## config.mk

```make
export PLATFORM = sky130hd
export DESIGN_NAME = cpu_state_sequencer
export DESIGN_NICKNAME = d
export VERILOG_FILES = /design/src/rtl/cpu_states_pkg.sv /design/src/rtl/stall_watchdog.sv /design/src/rtl/cpu_state_sequencer.sv
export SDC_FILE = /design/constraint.sdc
export NUM_CORES = 1
export LEC_CHECK = 0
export ABC_AREA = 0
export CORE_ASPECT_RATIO = 0.7
export CORE_MARGIN = 4
export CORE_UTILIZATION = 36
export CTS_CLUSTER_SIZE = 16
export DETAILED_ROUTE_END_ITERATION = 10
export GPL_TIMING_DRIVEN = 0
export PLACE_DENSITY_LB_ADDON = 0.3
export SETUP_SLACK_MARGIN = 0.3
export SLEW_MARGIN = 5
export SYNTH_ARGS = -nofsm -noshare
export SYNTH_HDL_FRONTEND = slang
export SYNTH_SLANG_ARGS = --single-unit
```

## constraint.sdc

```tcl
create_clock -name clk -period 2 [get_ports clk]
set_clock_uncertainty 0.15 [all_clocks]
set_input_delay 0.4 -clock clk [delete_from_list [all_inputs] [get_ports clk]]
set_output_delay 0.4 -clock clk [all_outputs]
set_load 0.02 [all_outputs]
```

## src/rtl/cpu_states_pkg.sv

```systemverilog
// Shared multicycle CPU state encoding, used by control_unit and cpu_state_sequencer.
package cpu_states_pkg;

  typedef enum logic [3:0] {
    HALT   = 4'd0,
    FETCH  = 4'd1,
    DECODE = 4'd2,
    EXEC1  = 4'd3,
    EXEC2  = 4'd4
  } state_t;

  localparam int unsigned WDOG_W = 8;

endpackage

```

## src/rtl/stall_watchdog.sv

```systemverilog
// Saturating count of consecutive stalled cycles plus a sticky bus-timeout flag.
// Only instantiated when STALL_TIMEOUT_EN is defined.
module stall_watchdog
  import cpu_states_pkg::*;
#(
  parameter int TIMEOUT_CYCLES = 255
) (
  input  logic clk,
  input  logic reset,
  input  logic stall,
  output logic timeout,
  output logic timeout_err
);

  localparam logic [WDOG_W-1:0] LIMIT = WDOG_W'(TIMEOUT_CYCLES);
  localparam logic [WDOG_W-1:0] SAT   = {WDOG_W{1'b1}};

  logic [WDOG_W-1:0] cnt_reg;
  logic              err_reg;

  always_ff @(posedge clk or posedge reset) begin
    if (reset) begin
      cnt_reg <= '0;
      err_reg <= 1'b0;
    end else begin
      if (!stall)
        cnt_reg <= '0;
      else if (cnt_reg != SAT)
        cnt_reg <= cnt_reg + WDOG_W'(1);
      err_reg <= err_reg | timeout;
    end
  end

  // Registered count drives the forced halt on the following edge.
  assign timeout     = (cnt_reg == LIMIT);
  assign timeout_err = err_reg;

endmodule

```

## src/rtl/cpu_state_sequencer.sv

```systemverilog
// Multicycle MIPS state sequencer: HALT/FETCH/DECODE/EXEC1/EXEC2 with Avalon stall hold.
// Optional bus-timeout watchdog enabled by defining STALL_TIMEOUT_EN.
module cpu_state_sequencer
  import cpu_states_pkg::*;
#(
  parameter int STATE_W        = 4,
  parameter int ICOUNT_W       = 32,
  parameter int TIMEOUT_CYCLES = 255
) (
  input  logic                clk,
  input  logic                reset,
  input  logic                waitrequest,
  input  logic                memread,
  input  logic                memwrite,
  input  logic                pc_next_zero,
  output logic [STATE_W-1:0]  state,
  output logic                active,
  output logic                stall,
  output logic [ICOUNT_W-1:0] instr_count,
  output logic                timeout_err
);

  localparam logic [STATE_W-1:0] ST_HALT   = STATE_W'(HALT);
  localparam logic [STATE_W-1:0] ST_FETCH  = STATE_W'(FETCH);
  localparam logic [STATE_W-1:0] ST_DECODE = STATE_W'(DECODE);
  localparam logic [STATE_W-1:0] ST_EXEC1  = STATE_W'(EXEC1);
  localparam logic [STATE_W-1:0] ST_EXEC2  = STATE_W'(EXEC2);

  logic [STATE_W-1:0]  state_reg, state_next;
  logic                active_reg, active_next;
  logic                launched_reg, launched_next;
  logic [ICOUNT_W-1:0] count_reg, count_next;
  logic                bus_phase;
  logic                force_halt;

  // DECODE and HALT never touch the bus, so waitrequest cannot hold them.
  assign bus_phase = (state_reg == ST_FETCH) || (state_reg == ST_EXEC1) ||
                     (state_reg == ST_EXEC2);
  assign stall     = (memread | memwrite) & waitrequest & bus_phase;

`ifdef STALL_TIMEOUT_EN
  stall_watchdog #(
    .TIMEOUT_CYCLES (TIMEOUT_CYCLES)
  ) u_watchdog (
    .clk         (clk),
    .reset       (reset),
    .stall       (stall),
    .timeout     (force_halt),
    .timeout_err (timeout_err)
  );
`else
  assign force_halt  = 1'b0;
  assign timeout_err = 1'b0;
`endif

  always_comb begin
    state_next    = state_reg;
    active_next   = active_reg;
    launched_next = launched_reg;
    count_next    = count_reg;
    if (force_halt) begin
      state_next    = ST_HALT;
      active_next   = 1'b0;
      launched_next = 1'b1;
    end else if (!stall) begin
      case (state_reg)
        // Only the post-reset HALT launches; a program-end HALT is terminal.
        ST_HALT: begin
          if (!launched_reg) begin
            state_next    = ST_FETCH;
            active_next   = 1'b1;
            launched_next = 1'b1;
          end
        end
        ST_FETCH:  state_next = ST_DECODE;
        ST_DECODE: state_next = ST_EXEC1;
        ST_EXEC1:  state_next = ST_EXEC2;
        ST_EXEC2: begin
          count_next = count_reg + ICOUNT_W'(1);
          if (pc_next_zero) begin
            state_next  = ST_HALT;
            active_next = 1'b0;
          end else begin
            state_next = ST_FETCH;
          end
        end
        default: begin
          state_next    = ST_HALT;
          active_next   = 1'b0;
          launched_next = 1'b1;
        end
      endcase
    end
  end

  always_ff @(posedge clk or posedge reset) begin
    if (reset) begin
      state_reg    <= ST_HALT;
      active_reg   <= 1'b0;
      launched_reg <= 1'b0;
      count_reg    <= '0;
    end else begin
      state_reg    <= state_next;
      active_reg   <= active_next;
      launched_reg <= launched_next;
      count_reg    <= count_next;
    end
  end

  assign state       = state_reg;
  assign active      = active_reg;
  assign instr_count = count_reg;

endmodule
```

==> results.json, run 1 <==
{
  "worst_setup_path_start_kind": "register",
  "ys_seq_area_share_pct": 53.8,
  "io_pins": 45,
  "gp_congestion": 0.773,
  "cp_cell_sequence": "nor3b_4 > buf_6 > nand4_1 > nor4_4 > buf_4 > xor2_1",
  "io_buffers": 42,
  "antenna_found_initial": 0,
  "vias_per_cell": 4.99,
  "cts_max_path_buffers": 2,
  "finalHoldViolCount": 0,
  "status": "complete, no violations",
  "drtIter0Drc": 139,
  "htreeDepth": 2,
  "cts_root_buffer": "clkbuf_8",
  "crit_required_ns": 2.06,
  "slowest_delay_ns": 0.46,
  "slew_headroom_pct": 48.2,
  "vias": 1463,
  "synth.distinct_cells": 28,
  "critPathTopFamily": "simple AND/OR/NAND/NOR gates",
  "die_h_um": 65.9,
  "rr_endpoint": "instr_count[9]",
  "rr_worst_depth": 6,
  "first_pass_iters": 4,
  "power.leakage_nw": 1.39,
  "yosysWarnings": 0,
  "grt_pass1_wl_um": 7110,
  "crit_fanout": 4,
  "drc_errors": 0,
  "worstMarginPinSlew_ns": 0.776,
  "clk_pin_slew_ns": 0.08,
  "nNetsFinal": 244,
  "syn2layout_area_growth_pct": 57.5,
  "r2r-start": "state[0]",
  "ant_nets": 0,
  "p_per_area_nw_per_um2": 826,
  "drive_above_1_share_pct": 35.7,
  "antenna_cells": 0,
  "drv_slew": 0,
  "reg2reg_slack_ns": 0.06,
  "syn_inst": 164,
  "wl_um": 4250,
  "grt_pass1_vias": 1467,
  "cts.sinks": 37,
  "fillers": 364,
  "fmax_mhz": 516,
  "die_w_um": 90.7,
  "arrival_ns": 2.00,
  "grtUsageTotal_pct": 15.3,
  "finalCriticalPeriod_ns": 1.94,
  "numCtsBuffers": 5,
  "grt_max_degree": 38,
  "fin_crit_sh_pct": 97.0,
  "placedCellCount": 262,
  "core_area_um2": 4480,
  "synth_seq_cells": 37,
  "setup_viol": 0,
  "irDropWorstVdd_mv": 0.396,
  "syn_area_per_cell_um2": 10.5,
  "die-area_um2": 5970,
  "post-dp-hpwl_um": 2640,
  "crit_path_top_delay_cell": "dfrtp_2",
  "tns_ns": 0,
  "hold_depth": 1,
  "cts_tree": "built",
  "grt-ovfl-total": 0,
  "clkLatencyLatePin_ns": 0.30,
  "worstHoldEndpoint": "instr_count[31]",
  "end_kind": "register",
  "wl_per_cell_um": 14.5,
  "syn-cell-area_um2": 1720,
  "maxCapViolations": 0,
  "stdcell_count": 293,
  "critPathKind": "reg -> reg",
  "initial_core_util_pct": 38.4,
  "fin_util_pct": 60.5,
  "largest_reg_flops": 32,
  "rsz0062_at_grt": "yes",
  "hp-start": "instr_count[31]",
  "rows": 20,
  "hp-class": "reg -> reg",
  "critPathBufInv": 2
}
kinds of logic (layout without fill, tap and decap cells):
kind of cell | count (synthesis) | in the layout | synth area share [%]
adders and majority gates | 1 | 1 | 0.727
and+or+nand+nor | 77 | 77 | 23.7
other | 1 | 2 | 0.218
xor gates and xnor gates | 32 | 32 | 16.3
AOI/OAI and AO/OA | 9 | 9 | 3.34
DFF | 37 | 37 | 53.8
buffers and inverters | 7 | 80 | 1.96
what timing repair did:
item	4_1_cts	5_1_grt
setup buffers	19	4
gates resized for setup	74	21
pin swaps	24	14
hold buffers	0	0
setup endpoints to repair	62	37
metrics by stage:
stage / setup slack (ns) / instance area, um2 / power, mW / hold slack, ns
after floorplan: 0.258 / 1770 / 1.20 / 0.305
after global placement: -0.358 / 2260 / 1.41 / 0.311
after detailed placement: -0.331 / 2260 / 1.42 / 0.308
after CTS: 0.0472 / 2640 / 2.24 / 0.316
after global routing: -0.0405 / 2710 / 2.33 / 0.335
final: 0.0605 / 2710 / 2.24 / 0.318
layer usage:
layer / global-route usage [%] / wire [um] / vias up
met5: 0 / 0 / -
met4: 7.63 / 49 / 0
met3: 3.87 / 268 / 5
met2: 22.8 / 1990 / 52
met1: 20.6 / 1940 / 704
li1: - / - / 702
worst max-delay path by stage:
stage                  start              end  slack [ns]  cells past startpoint
finish              state[0]   instr_count[9]        0.06                      6
global placement       reset   instr_count[0]       -0.36                      2
detailed placement  memwrite  instr_count[14]       -0.33                      6
floorplan           state[0]  instr_count[11]        0.26                      5
global route        state[0]   instr_count[9]       -0.04                      6
CTS                 state[1]            stall        0.05                      4
cell type report:
cell class                 instances  area (um2)  area share [%]
tap                               55        68.8            2.54
timing repair buffer              65         576            21.2
inverter                           5        18.8           0.692
sequential                        37         947            34.9
clock buffer                       5        68.8            2.54
clock inverter                     3        65.1            2.40
multi-input combinational        121         952            35.1
buffer                             2        15.0           0.554
cells in the mapped netlist:
master,n,area (um2)
ha_1,1,12.5
nor3_2,1,10.0
and4_1,1,8.76
xnor2_1,19,166
nand3_2,1,10.0
and3_1,5,31.3
and2_1,1,6.26
o21bai_1,1,7.51
nand4_1,9,56.3
nor4_1,1,6.26
o2bb2ai_1,1,8.76
nand3_1,12,60.1
o41ai_1,1,8.76
nor4_2,1,12.5
nor3b_4,1,18.8
nor2_1,16,60.1
o21ai_1,1,5.00
nor3_1,4,20.0
buf_4,2,15.0
xor2_1,13,114
dfrtp_1,37,926
conb_1,1,3.75
a21oi_1,2,10.0
a21boi_0,1,7.51
inv_1,5,18.8
nand2_1,23,86.3
o21ai_0,2,10.0
nor4_4,1,21.3
power breakdown:
group          internal (mW)  switching, mW
sequential             0.826          0.102
combinational          0.243          0.297
clock                  0.495          0.278
total                   1.56          0.677
cells in the final DEF, fill, tap and decap left out, types with 3 or more instances in the layout:
master           instances
and3_1                   5
nand3_1                  8
clkdlybuf4s50_1          3
nand2_1                 21
xnor2_1                 16
clkbuf_2                 3
nor2_2                   3
dlygate4sd2_1           35
xnor2_2                  3
inv_1                    4
xor2_1                  13
dfrtp_2                 17
nor2_1                   6
nand4_1                  9
buf_4                   15
nor3_4                   3
buf_6                    9
clkbuf_8                 5
nor2_4                   7
nand3_4                  3
dfrtp_1                 20
Power figures use the tool's default switching activity.
==> inputs of run 2 (changes only) <==
--- a/config.mk
+++ b/config.mk
@@ -6,9 +6,8 @@
 export NUM_CORES = 1
 export LEC_CHECK = 0
 export ABC_AREA = 0
-export CORE_ASPECT_RATIO = 0.7
 export CORE_MARGIN = 4
-export CORE_UTILIZATION = 36
+export CORE_UTILIZATION = 48
 export CTS_CLUSTER_SIZE = 16
 export DETAILED_ROUTE_END_ITERATION = 10
 export GPL_TIMING_DRIVEN = 0
==> run 2 against run 1 <==
The run now ends with setup timing left. Critical path depth increased by 1. Via count increased by 12%. Sequential share of layout area decreased by 0.76 points. Non-clock buffer count increased by 15. Final area increased by 2.4%. Sequential power decreased by 0.4%. Critical endpoint is now instr_count[11]. Combinational power increased by 14%.
==> results.json, run 2 (synthesized netlist as in run 1, its figures left out) <==
{
  "io_buffers": 42,
  "hold_ws_ns": 0.341,
  "critPathKind": "in -> reg",
  "post-dp-hpwl_um": 2830,
  "fin_crit_sh_pct": 102,
  "worst_setup_path_start_kind": "input port",
  "rsz0062_at_grt": "yes",
  "initial_core_util_pct": 50.8,
  "grtUsageTotal_pct": 21.0,
  "cts_max_path_buffers": 2,
  "fillers": 171,
  "vias_per_cell": 5.48,
  "drtIter0Drc": 143,
  "ant_nets": 0,
  "die_w_um": 67.9,
  "reg2reg_slack_ns": -0.05,
  "vias": 1640,
  "cts.hold.buffers_added": 0,
  "crit_required_ns": 2.09,
  "clkLatencyLatePin_ns": 0.34,
  "fin_util_pct": 81.9,
  "grt_pass1_vias": 1556,
  "cts_tree": "built",
  "critPathTopFamily": "simple AND/OR/NAND/NOR gates",
  "maxCapViolations": 0,
  "hp-start": "instr_count[31]",
  "tns_ns": -0.0498,
  "first_pass_iters": 4,
  "mostFrequentLayoutCells": "buf_4 (34), nand2_1 (21), dfrtp_1 (19), dlygate4sd2_1 (19), dfrtp_2 (18)",
  "wl_per_cell_um": 18.2,
  "die-area_um2": 4610,
  "fin_ws_ns": -0.0498,
  "largest_reg_flops": 32,
  "crit_fanout": 5,
  "p_per_area_nw_per_um2": 693,
  "numCtsBuffers": 5,
  "drv_slew": 0,
  "status": "finished with violations",
  "rr_worst_depth": 6,
  "die_h_um": 67.9,
  "fmax_mhz": 488,
  "htreeDepth": 2,
  "setup_viol": 1,
  "power.leakage_nw": 1.41,
  "nNetsFinal": 259,
  "rr_endpoint": "instr_count[11]",
  "cts_root_buffer": "clkbuf_4",
  "irDropWorstVdd_mv": 0.652,
  "worstMarginPinSlew_ns": 0.773,
  "end_kind": "register",
  "slew_headroom_pct": 48.4,
  "clk_pin_slew_ns": 0.11,
  "antenna_cells": 0,
  "cp_cell_sequence": "clkdlybuf4s50_1 > o21ai_4 > buf_6 > nand4_1 > nor4_4 > nand3_1 > xnor2_2",
  "io_pins": 45,
  "hold_depth": 1,
  "drive_above_1_share_pct": 43.9,
  "grt_pass1_wl_um": 7290,
  "core_area_um2": 3390,
  "grt-ovfl-total": 0,
  "r2r-start": "state[1]",
  "finalHoldViolCount": 0,
  "gp_congestion": 0.773,
  "critPathBufInv": 2,
  "power.total_mw": 1.92,
  "final_common_cell": "buf_4",
  "crit_path_top_delay_cell": "nor4_4",
  "slowest_delay_ns": 0.45,
  "syn2layout_area_growth_pct": 61.2,
  "worstHoldEndpoint": "instr_count[31]",
  "antenna_found_initial": 0,
  "grt_max_degree": 38,
  "finalCriticalPeriod_ns": 2.05,
  "drc_errors": 0,
  "wl_um": 5440,
  "arrival_ns": 2.14,
  "rows": 21,
  "cts.sinks": 37,
  "hp-class": "reg -> reg",
  "violations": "setup timing"
}
==> run 2: cell types whose count changed in the layout (fill, tap and decap cells not counted), sizes merged <==
cell           before  now
buf                26   41
dlygate4sd2        35   19
clkdlybuf4s15       0   11
clkdlybuf4s50       3    4
bufinv              2    0
clkinv              1    0
clkbuf              8   15
==> run 2: metrics by stage <==
stage | setup slack [ns] | instances | area [um2]
floorplan | 0.258 | 165 | 1770
global placement | -0.324 | 253 | 2250
detailed placement | -0.332 | 253 | 2250
CTS | 0.0758 | 279 | 2480
global route | -0.120 | 299 | 2780
finish | -0.0498 | 299 | 2780
==> run 2: timing repair <==
item / 4_1_cts / 5_1_grt
gates resized for setup: 67 / 58
setup endpoints to repair: 61 / 44
buffers inserted: 18 / 20
pin swaps: 13 / 20
gates cloned: 0 / 0
==> run 2: metal layers <==
layer / up-vias / part of all wire, % / global-route usage, % / routed length (um)
li1: 728 / - / - / -
met1: 823 / 36 / 26.2 / 1950
met2: 71 / 55 / 37.8 / 2980
met3: 18 / 5.7 / 4.27 / 312
met4: 0 / 3.6 / 4.47 / 196
met5: - / 0 / 0 / 0
==> run 2: layout make-up <==
type / instances / area [um2] / share of cell area, %
Clock buffer: 8 / 48.8 / 1.76
Timing Repair Buffer: 80 / 672 / 24.2
Sequential cell: 37 / 948 / 34.2
Inverter: 5 / 18.8 / 0.676
Multi-Input combinational cell: 121 / 1010 / 36.6
Tap cell: 46 / 57.6 / 2.07
Buffer: 2 / 15.0 / 0.541
==> run 2: power by group <==
part / internal, mW / switching, mW / leakage (nW)
registers: 0.825 / 0.0985 / 0.471
clock network: 0.140 / 0.241 / 0.0265
logic: 0.272 / 0.346 / 0.908
total: 1.24 / 0.685 / 1.41
==> run 2: worst max path at each step <==
stage	startpoint	to	slack, ns	cells past startpoint
after floorplan	state[0]	instr_count[11]	0.26	5
after global placement	memwrite	stall	-0.32	4
after detailed placement	memwrite	stall	-0.33	4
after CTS	state[1]	stall	0.08	4
after global routing	state[0]	instr_count[11]	-0.12	6
final	memwrite	instr_count[11]	-0.05	7
==> inputs of run 3 (changes only) <==
--- a/config.mk
+++ b/config.mk
@@ -6,7 +6,7 @@
 export NUM_CORES = 1
 export LEC_CHECK = 0
 export ABC_AREA = 0
-export CORE_MARGIN = 4
+export CORE_MARGIN = 8
 export CORE_UTILIZATION = 48
 export CTS_CLUSTER_SIZE = 16
 export DETAILED_ROUTE_END_ITERATION = 10
==> run 3 against run 2 <==
The flow now finishes without violations. Power rose by 6.4%. Combinational power rose by 8.1%. Non-clock buffer count fell by 5. Global-route usage fell by 3.4 points. Die area rose by 25%. Count of clock-buffer cells in the layout fell by 1. Sequential cell count did not move. Largest power group unchanged.
==> results.json, run 3 (synthesized netlist as in run 1, its figures left out) <==
{
  "slew_headroom_pct": 48.6,
  "io_buffers": 42,
  "wl_um": 5370,
  "rr_endpoint": "instr_count[13]",
  "cp-endpoint": "instr_count[13]",
  "rows": 21,
  "clk_pin_slew_ns": 0.12,
  "critPathMostFrequentCell": "buf_6",
  "crit_fanout": 4,
  "arrival_ns": 1.98,
  "stdcell_count": 294,
  "vias_per_cell": 5.41,
  "grt_pass1_wl_um": 7590,
  "clkLatencyLatePin_ns": 0.34,
  "grt-ovfl-total": 0,
  "critPathKind": "reg -> reg",
  "grt_max_degree": 38,
  "rsz0062_at_grt": "yes",
  "largest_reg_flops": 32,
  "fmax_mhz": 525,
  "finalCriticalPeriod_ns": 1.91,
  "fin_ws_ns": 0.0938,
  "drc_errors": 0,
  "tns_ns": 0,
  "final_common_cell": "buf_4",
  "die_h_um": 75.9,
  "ant_nets": 0,
  "power.leakage_nw": 1.34,
  "rr_worst_depth": 7,
  "cts.sinks": 37,
  "post-dp-hpwl_um": 2920,
  "crit_required_ns": 2.07,
  "reg2reg_slack_ns": 0.09,
  "first_pass_iters": 4,
  "finalHoldViolCount": 0,
  "mostFrequentLayoutCells": "buf_4 (26), nand2_1 (21), dfrtp_2 (19)",
  "irDropWorstVdd_mv": 0.680,
  "dp_slack_ns": -0.362,
  "htreeDepth": 2,
  "crit_start": "state[0]",
  "cp_cell_sequence": "nor3b_4 > buf_6 > nand4_1 > buf_6 > nor4_4 > nand3_1 > xnor2_1",
  "worstMarginPinSlew_ns": 0.769,
  "fillers": 176,
  "numCtsBuffers": 5,
  "grtUsageTotal_pct": 17.7,
  "nNetsFinal": 254,
  "cts.hold.buffers_added": 0,
  "vias": 1590,
  "die-area_um2": 5760,
  "hp-class": "reg -> reg",
  "antenna_cells": 0,
  "seq_area_um2": 950,
  "multi_input_area_um2": 995,
  "initial_core_util_pct": 50.8,
  "cts_tree": "built",
  "core_area_um2": 3390,
  "drv_slew": 0,
  "wl_per_cell_um": 18.3,
  "slowest_delay_ns": 0.44,
  "io_pins": 45,
  "status": "complete, no violations",
  "p_per_area_nw_per_um2": 745,
  "die_w_um": 75.9,
  "hold_ws_ns": 0.321,
  "worst_setup_path_start_kind": "register",
  "syn2layout_area_growth_pct": 59.4,
  "placedCellCount": 253,
  "cts_root_buffer": "clkbuf_4",
  "crit_path_top_delay_cell": "dfrtp_2",
  "r2r-start": "state[0]",
  "drtIter0Drc": 80,
  "setup_viol": 0,
  "grt_pass1_vias": 1594,
  "maxCapViolations": 0,
  "drive_above_1_share_pct": 45.2,
  "fin_crit_sh_pct": 95.3,
  "end_kind": "register",
  "cts_max_path_buffers": 2,
  "antenna_found_initial": 0,
  "gp_congestion": 0.735
}
run 3: changes by cell type in the layout (fill, tap and decap cells not counted), sizes merged:
cell / change
clkbuf: +2
clkdlybuf4s15: +2
buf: -5
dlygate4sd2: -5
clkinv: +1
run 3: area by class of cell:
| cell class | instances | area share (%) |
|---|---|---|
| Multi-Input combinational cell | 121 | 36.2 |
| Inverter | 5 | 0.684 |
| Timing Repair Buffer | 75 | 23.3 |
| Clock inverter | 1 | 0.182 |
| Clock buffer | 7 | 2.37 |
| Buffer | 2 | 0.547 |
| Sequential cell | 37 | 34.6 |
| Tap cell | 46 | 2.10 |
run 3: critical path: cells and delay by family, from the launching register on:
kind / cells / cell delay (ns)
DFF: 1 / 0.44
buffers and inverters: 2 / 0.33
xor gates and xnor gates: 1 / 0.14
and+or+nand+nor: 4 / 0.75
run 3: where the power goes:
part,switching [mW],internal (mW)
Sequential,0.0924,0.825
Clock,0.256,0.204
Combinational,0.365,0.303
Total,0.713,1.33
run 3: what timing repair did:
item | 4_1_cts | 5_1_grt
setup endpoints to repair | 61 | 52
gates resized for setup | 78 | 59
setup buffers | 24 | 9
pin swaps | 21 | 19
run 3: routing by layer:
layer  wire length, um  GRT usage (%)  vias up  part of all wire (%)
met4               129           8.10        0                   2.4
met2              2790           31.4       53                    52
met5                 0              0        -                     0
met1              2170           19.3      806                    40
li1                  -              -      719                     -
met3               277           4.21       12                   5.2
run 3: how the worst min path moves through the flow:
stage,start,endpoint,depth (start not counted),slack [ns]
floorplan,launched_reg,active,1,0.30
global placement,instr_count[31],instr_count[31],1,0.31
detailed placement,instr_count[31],instr_count[31],1,0.32
CTS,instr_count[31],instr_count[31],1,0.32
global route,instr_count[14],instr_count[14],1,0.36
finish,instr_count[31],instr_count[31],1,0.32
run 3: per-stage QoR:
step           utilization (%)  area, um2  power (mW)
2_1_floorplan                -       1770        1.20
3_3_place_gp              66.3       2250        1.40
3_5_place_dp              66.3       2250        1.42
4_1_cts                   75.7       2570        1.97
5_1_grt                   81.0       2750        2.13
6_report                  81.0       2750        2.05
